[src/rtl/nothing_paced.sv]
// ---------------------------------------------------------------------------
// nothing_paced
//
// Elastic pacing stage. Bursts of samples (in_nd strobes) are buffered in a
// small circular FIFO and re-emitted in arrival order with at least SPACING
// cycles between consecutive out_nd pulses. Data and metadata travel through
// unchanged. With SPACING=1 the block behaves as a one-cycle registered
// pass-through and the buffer is never used.
//
// Parameters
//   WDTH       data width
//   MWDTH      metadata width
//   LOG_DEPTH  log2 of buffer depth
//   DEPTH      buffer entries (must equal 2**LOG_DEPTH)
//   SPACING    minimum cycles between out_nd pulses (1..255)
//
// Ports
//   clk        system clock, all logic on posedge
//   rst        synchronous active-high reset
//   in_data    input sample, valid with in_nd
//   in_nd      new-data strobe (no backpressure)
//   in_m       metadata accompanying in_data
//   out_data   registered output sample
//   out_nd     one-cycle strobe per emitted sample
//   out_m      metadata accompanying out_data
//   out_count  number of samples currently held in the buffer
//   error      sticky overflow flag, cleared only by rst
// ---------------------------------------------------------------------------
module nothing_paced #(
    parameter int WDTH      = 32,
    parameter int MWDTH     = 1,
    parameter int LOG_DEPTH = 3,
    parameter int DEPTH     = 8,
    parameter int SPACING   = 1
) (
    input  logic                 clk,
    input  logic                 rst,
    input  logic [WDTH-1:0]      in_data,
    input  logic                 in_nd,
    input  logic [MWDTH-1:0]     in_m,
    output logic [WDTH-1:0]      out_data,
    output logic                 out_nd,
    output logic [MWDTH-1:0]     out_m,
    output logic [LOG_DEPTH:0]   out_count,
    output logic                 error
);

    localparam logic [LOG_DEPTH:0]   FULL_COUNT = (LOG_DEPTH+1)'(DEPTH);
    localparam logic [LOG_DEPTH:0]   COUNT_ONE  = (LOG_DEPTH+1)'(1);
    localparam logic [LOG_DEPTH-1:0] PTR_ONE    = LOG_DEPTH'(1);
    localparam logic [7:0]           GAP_RELOAD = 8'(SPACING - 1);

    // Buffer storage; contents need no reset because count/pointers define
    // which entries are meaningful.
    logic [WDTH-1:0]      mem_data_q [DEPTH];
    logic [MWDTH-1:0]     mem_m_q    [DEPTH];

    logic [LOG_DEPTH-1:0] wr_ptr_q, wr_ptr_d;
    logic [LOG_DEPTH-1:0] rd_ptr_q, rd_ptr_d;
    logic [LOG_DEPTH:0]   count_q,  count_d;
    logic [7:0]           gap_q,    gap_d;
    logic [WDTH-1:0]      out_data_q, out_data_d;
    logic [MWDTH-1:0]     out_m_q,    out_m_d;
    logic                 out_nd_q,   out_nd_d;
    logic                 error_q,    error_d;

    logic                 fire;
    logic                 buf_rd;
    logic                 bypass;
    logic                 full;
    logic                 wr_en;

    always_comb begin
        fire   = (gap_q == 8'd0) && ((count_q != '0) || in_nd);
        buf_rd = fire && (count_q != '0);
        // Bypass only when the buffer is empty, which keeps strict FIFO order.
        bypass = fire && (count_q == '0);
        full   = (count_q == FULL_COUNT);
        // A full buffer still accepts a write when the head leaves this cycle.
        wr_en  = in_nd && !bypass && (!full || buf_rd);

        wr_ptr_d   = wr_ptr_q;
        rd_ptr_d   = rd_ptr_q;
        count_d    = count_q;
        gap_d      = gap_q;
        out_data_d = out_data_q;
        out_m_d    = out_m_q;
        out_nd_d   = 1'b0;
        error_d    = error_q;

        if (fire) begin
            out_nd_d = 1'b1;
            gap_d    = GAP_RELOAD;
            if (buf_rd) begin
                out_data_d = mem_data_q[rd_ptr_q];
                out_m_d    = mem_m_q[rd_ptr_q];
                rd_ptr_d   = rd_ptr_q + PTR_ONE;
            end else begin
                out_data_d = in_data;
                out_m_d    = in_m;
            end
        end else if (gap_q != 8'd0) begin
            gap_d = gap_q - 8'd1;
        end

        if (wr_en) begin
            wr_ptr_d = wr_ptr_q + PTR_ONE;
        end

        if (wr_en && !buf_rd) begin
            count_d = count_q + COUNT_ONE;
        end else if (!wr_en && buf_rd) begin
            count_d = count_q - COUNT_ONE;
        end

        // Dropped sample: full and nothing leaving this cycle.
        if (in_nd && full && !fire) begin
            error_d = 1'b1;
        end
    end

    always_ff @(posedge clk) begin
        if (wr_en) begin
            mem_data_q[wr_ptr_q] <= in_data;
            mem_m_q[wr_ptr_q]    <= in_m;
        end
    end

    always_ff @(posedge clk) begin
        if (rst) begin
            wr_ptr_q   <= '0;
            rd_ptr_q   <= '0;
            count_q    <= '0;
            gap_q      <= '0;
            out_data_q <= '0;
            out_m_q    <= '0;
            out_nd_q   <= 1'b0;
            error_q    <= 1'b0;
        end else begin
            wr_ptr_q   <= wr_ptr_d;
            rd_ptr_q   <= rd_ptr_d;
            count_q    <= count_d;
            gap_q      <= gap_d;
            out_data_q <= out_data_d;
            out_m_q    <= out_m_d;
            out_nd_q   <= out_nd_d;
            error_q    <= error_d;
        end
    end

    assign out_data  = out_data_q;
    assign out_m     = out_m_q;
    assign out_nd    = out_nd_q;
    assign out_count = count_q;
    assign error     = error_q;

endmodule

[config.mk]
export PLATFORM = sky130hd
export DESIGN_NAME = nothing_paced
export DESIGN_NICKNAME = d
export VERILOG_FILES = /design/src/rtl/nothing_paced.sv
export SDC_FILE = /design/constraint.sdc
export NUM_CORES = 1
export LEC_CHECK = 0
export ABC_AREA = 1
export BUFFER_PORTS_ARGS = -buffer_cell sky130_fd_sc_hd__buf_2
export CAP_MARGIN = 30
export CORE_ASPECT_RATIO = 1.75
export CORE_MARGIN = 8
export CORE_UTILIZATION = 56
export CTS_CLUSTER_SIZE = 20
export DETAILED_ROUTE_END_ITERATION = 8
export PLACE_DENSITY_LB_ADDON = 0.25
export RECOVER_POWER = 25
export SLEW_MARGIN = 20
export SYNTH_ARGS = -nofsm -noshare
export SYNTH_HDL_FRONTEND = slang
export SYNTH_SLANG_ARGS = --single-unit
[constraint.sdc]
create_clock -name clk -period 8.1 [get_ports clk]
set_clock_uncertainty 0.05 [all_clocks]
set_input_delay 0.81 -clock clk [delete_from_list [all_inputs] [get_ports clk]]
set_output_delay 0.81 -clock clk [all_outputs]
set_load 0.01 [all_outputs]
==> qor.tcl <==
set qor(number_of_global_route_vias_before_repair) 8740
set qor(place_hpwl_mm) 15.4
set qor(drc_violation_count_after_routing) 0
set qor(ant_nets) 0
set qor(syn-num-nets) 1260
set qor(post_synthesis_sequential_area_ratio) 0.693
set qor(synth_top_area_frac) 0.607
set qor(core_area_sq_mm) 0.0231
set qor(grt_setup_unrepaired) {false}
set qor(clk_pin_slew_worst_paths_ns) 0.07
set qor(routed_wl_mm) 28.6
set qor(seq_power_share) 0.423
set qor(setup.worst_path.start_class) {register}
set qor(grt.overflow.total) 0
set qor(layout_min_cycle_time_ns) 2.92
set qor(die_width_um) 131
set qor(drt_first_pass_iters) 5
set qor(num_antenna_cells) 0
set qor(setup.worst_path.class) {reg2reg}
set qor(syn-instance-count) 1216
set qor(internal-power_mw) 3.22
set qor(cts_root_buffer) {sky130_fd_sc_hd__clkbuf_16}
set qor(grt_max_degree) 77
set qor(pwr_density_cell_mw_per_mm2) 340
set qor(placementRows) 74
set qor(hold_end) {out_data[5]}
set qor(flow.area_growth_from_synthesis_pct) 11.1
set qor(post_cts_resized) 0
set qor(critical-path-max-stage-delay_ns) 0.49
set qor(yosys-top-cells-area) {sky130_fd_sc_hd__edfxtp_1 61%, sky130_fd_sc_hd__nor2_1 10%, sky130_fd_sc_hd__dfxtp_1 8.6%}
set qor(filler_cell_count) 1847
set qor(largest_area_contributor_in_the_netlist) {sky130_fd_sc_hd__edfxtp_1}
set qor(grtUsageTotal) 0.199
set qor(hold_viol_final) 0
set qor(critical_path_required_ns) 8.24
set qor(outcome) {completed}
set qor(dominantRegCellSynth) {sky130_fd_sc_hd__edfxtp_1}
set qor(critical_path.slowest_cell) {sky130_fd_sc_hd__nor2_4}
set qor(synth-seq-cells) 320
set qor(fraction_of_registers_with_async_set_reset) 0
set qor(numClockSinks) 320
set qor(reg2reg_depth) 8
set qor(crit_chain) {inv_1 -> ha_1 -> nand2_1 -> nor2_8 -> a21oi_1 -> nand3_1 -> nor2_4 -> buf_4}
set qor(timing_worst_slew_pin_value_ns) 0.921
set qor(ys_types) 34
set qor(numPortBuffers) 74
set qor(path_max_fanout) 23
set qor(num_vias) 8674
set qor(layout_cell_share_with_drive_strength_beyond_1) 0.104
set qor(worst-endpoint-arrival_ns) 3.06
set qor(pre_cts_slack_ns) 5.05
set qor(first_iter_violations) 731
set qor(min_path_type) {reg2reg}
set qor(combPwrFrac) 0.309
set qor(share_clk_of_total_power) 0.267
set qor(setup_tns_ns) 0
set qor(final.period_utilization) 0.361
set qor(timing.critical_path.max_delay_family) {simple AND/OR/NAND/NOR gates}
set qor(power.share.switching) 0.346
set qor(wp_buf_inv) 2
set qor(io-pin-count) 75
set qor(synth_edf_count) 264
set qor(wl_per_cell_um) 18.0
set qor(achievable-frequency_mhz) 342
set qor(grt_first_pass_wirelength_mm) 45.5
set qor(r2r-end) {mem_data_q[3][16]}
set qor(synth_warn) 0
set qor(report.final.slew_viol_count) 0
set qor(synth.cell_area_sq_mm) 0.0131
set qor(r2r_setup_slack_ns) 5.18
set qor(hold_path_depth) 2
set qor(hold_path_startpoint) {out_data[5]}
set qor(cts-hold-fix-buffers) 0
set qor(r2r_start) {gap_q[0]}
set qor(timing.final.ws_setup_ns) 5.18
set qor(clock_tree_from_tritoncts) {built}
set qor(gp_congestion) 0.771
set qor(postCtsSetupRepairBufs) 0
set qor(chipHeight_um) 218
set qor(switchingPower_mw) 1.71
set qor(grt_antenna_before_repair) 0
set qor(mostFrequentLayoutCells) {348 x sky130_fd_sc_hd__nor2_1, 264 x sky130_fd_sc_hd__edfxtp_1, 193 x sky130_fd_sc_hd__nand2_1}
set qor(number_of_setup_violations_in_the_final_report) 0
set qor(cap_violations) 0
set qor(clock_latency_ns) 0.53
set qor(synth.avg_cell_area_sq_um) 10.7
set qor(layout.cells.most_common) {sky130_fd_sc_hd__nor2_1}
set qor(floorplan_die_area_sq_mm) 0.0287
set qor(initial_utilization) 0.564
set qor(post_detailed_route_via_to_cell_ratio) 5.43
set qor(clock_path_buffers) 3
set qor(cts-htree-levels) 1
set qor(finish.net_count) 1316
set qor(slew-limit-headroom) 0.386
set qor(leakagePower_nw) 5.37
set qor(cp-end-kind) {register}
set qor(cts_made_buffers) 27
set qor(vdd_ir_drop_max_v) 0.000279
registers in the layout, summed over array words and instances (netlist names), named ones only:
signal	flops
wr_ptr_q	3
mem_data_q	256
out_count	4
error	1
out_nd	1
rd_ptr_q	3
out_data	32
gap_q	8
mem_m_q	8
out_m	1
logic make-up (layout without fill, tap and decap cells):
family,after synthesis,count (layout),synth area share
AO/OA/AOI/OAI,151,151,0.0588
buffers and inverters,95,171,0.0381
flip-flops,320,320,0.693
XOR/XNOR,8,8,0.00537
AND/OR/NAND/NOR,634,634,0.196
adder cells (fa/ha/maj),8,8,0.00824
layout make-up:
class                   count  area, sq um  area share
clock inverters            17          188      0.0129
multi-input cells         801         3560       0.245
repair buffers             92          509      0.0351
clock buffers              32          704      0.0485
inverters                  30          115     0.00793
well taps                 304          380      0.0262
flip-flops and latches    320         9050       0.624
worst max-delay path by stage:
stage,slack [ns],cells after the start,from,end
2_1_floorplan,4.19,8,gap_q[0],mem_data_q[4][0]
3_3_place_gp,4.95,16,gap_q[0],out_count[3]
3_5_place_dp,5.05,6,in_nd,mem_data_q[3][12]
4_1_cts,5.09,9,gap_q[0],mem_data_q[2][11]
5_1_grt,4.92,10,register,out_data[0]
6_report,5.18,8,gap_q[0],mem_data_q[3][16]
tightest hold or removal path: stages (launching register included):
cell,delay [ns]
sky130_fd_sc_hd__dfxtp_1,0.31
sky130_fd_sc_hd__nand2_1,0.06
sky130_fd_sc_hd__nand2_1,0.04
per-layer routing:
metal,wire (um),GRT usage,part of all wire
met1,11400,0.237,0.40
met3,1790,0.0272,0.063
met5,0,0,0
met2,14700,0.354,0.51
met4,734,0.0885,0.026
Yosys cell counts, types with 4 or more instances:
library cell and instances:
sky130_fd_sc_hd__buf_6 9, sky130_fd_sc_hd__buf_2 21, sky130_fd_sc_hd__buf_4 12, sky130_fd_sc_hd__nor3_1 6, sky130_fd_sc_hd__o21ai_0 112, sky130_fd_sc_hd__a21oi_1 12, sky130_fd_sc_hd__xor2_1 4, sky130_fd_sc_hd__nand2_1 193
sky130_fd_sc_hd__o21ai_1 25, sky130_fd_sc_hd__edfxtp_1 264, sky130_fd_sc_hd__xnor2_1 4, sky130_fd_sc_hd__inv_1 26, sky130_fd_sc_hd__clkbuf_1 20, sky130_fd_sc_hd__ha_1 7, sky130_fd_sc_hd__nand3_1 71, sky130_fd_sc_hd__dfxtp_1 56
sky130_fd_sc_hd__nor2_1 352
power by group through the flow:
stage | registers (mW) | logic (mW) | clock network, mW
3_5_place_dp | 2.12 | 1.53 | 0
5_1_grt | 2.11 | 1.72 | 1.40
6_report | 2.09 | 1.52 | 1.32
2_1_floorplan | 2.13 | 1.14 | 0
3_3_place_gp | 2.11 | 1.47 | 0
4_1_cts | 2.09 | 1.54 | 1.34
per-stage QoR:
step	util	hold slack, ns	std cells	cell area, sq um	total power [mW]
floorplan	-	0.383	1216	13100	3.27
global placement	0.587	0.381	1544	13600	3.59
detailed placement	0.589	0.384	1546	13600	3.65
CTS	0.628	0.400	1595	14500	4.97
global route	0.627	0.412	1596	14500	5.23
finish	0.627	0.397	1596	14500	4.93
Note: power is estimated with default switching activity, not from simulation.
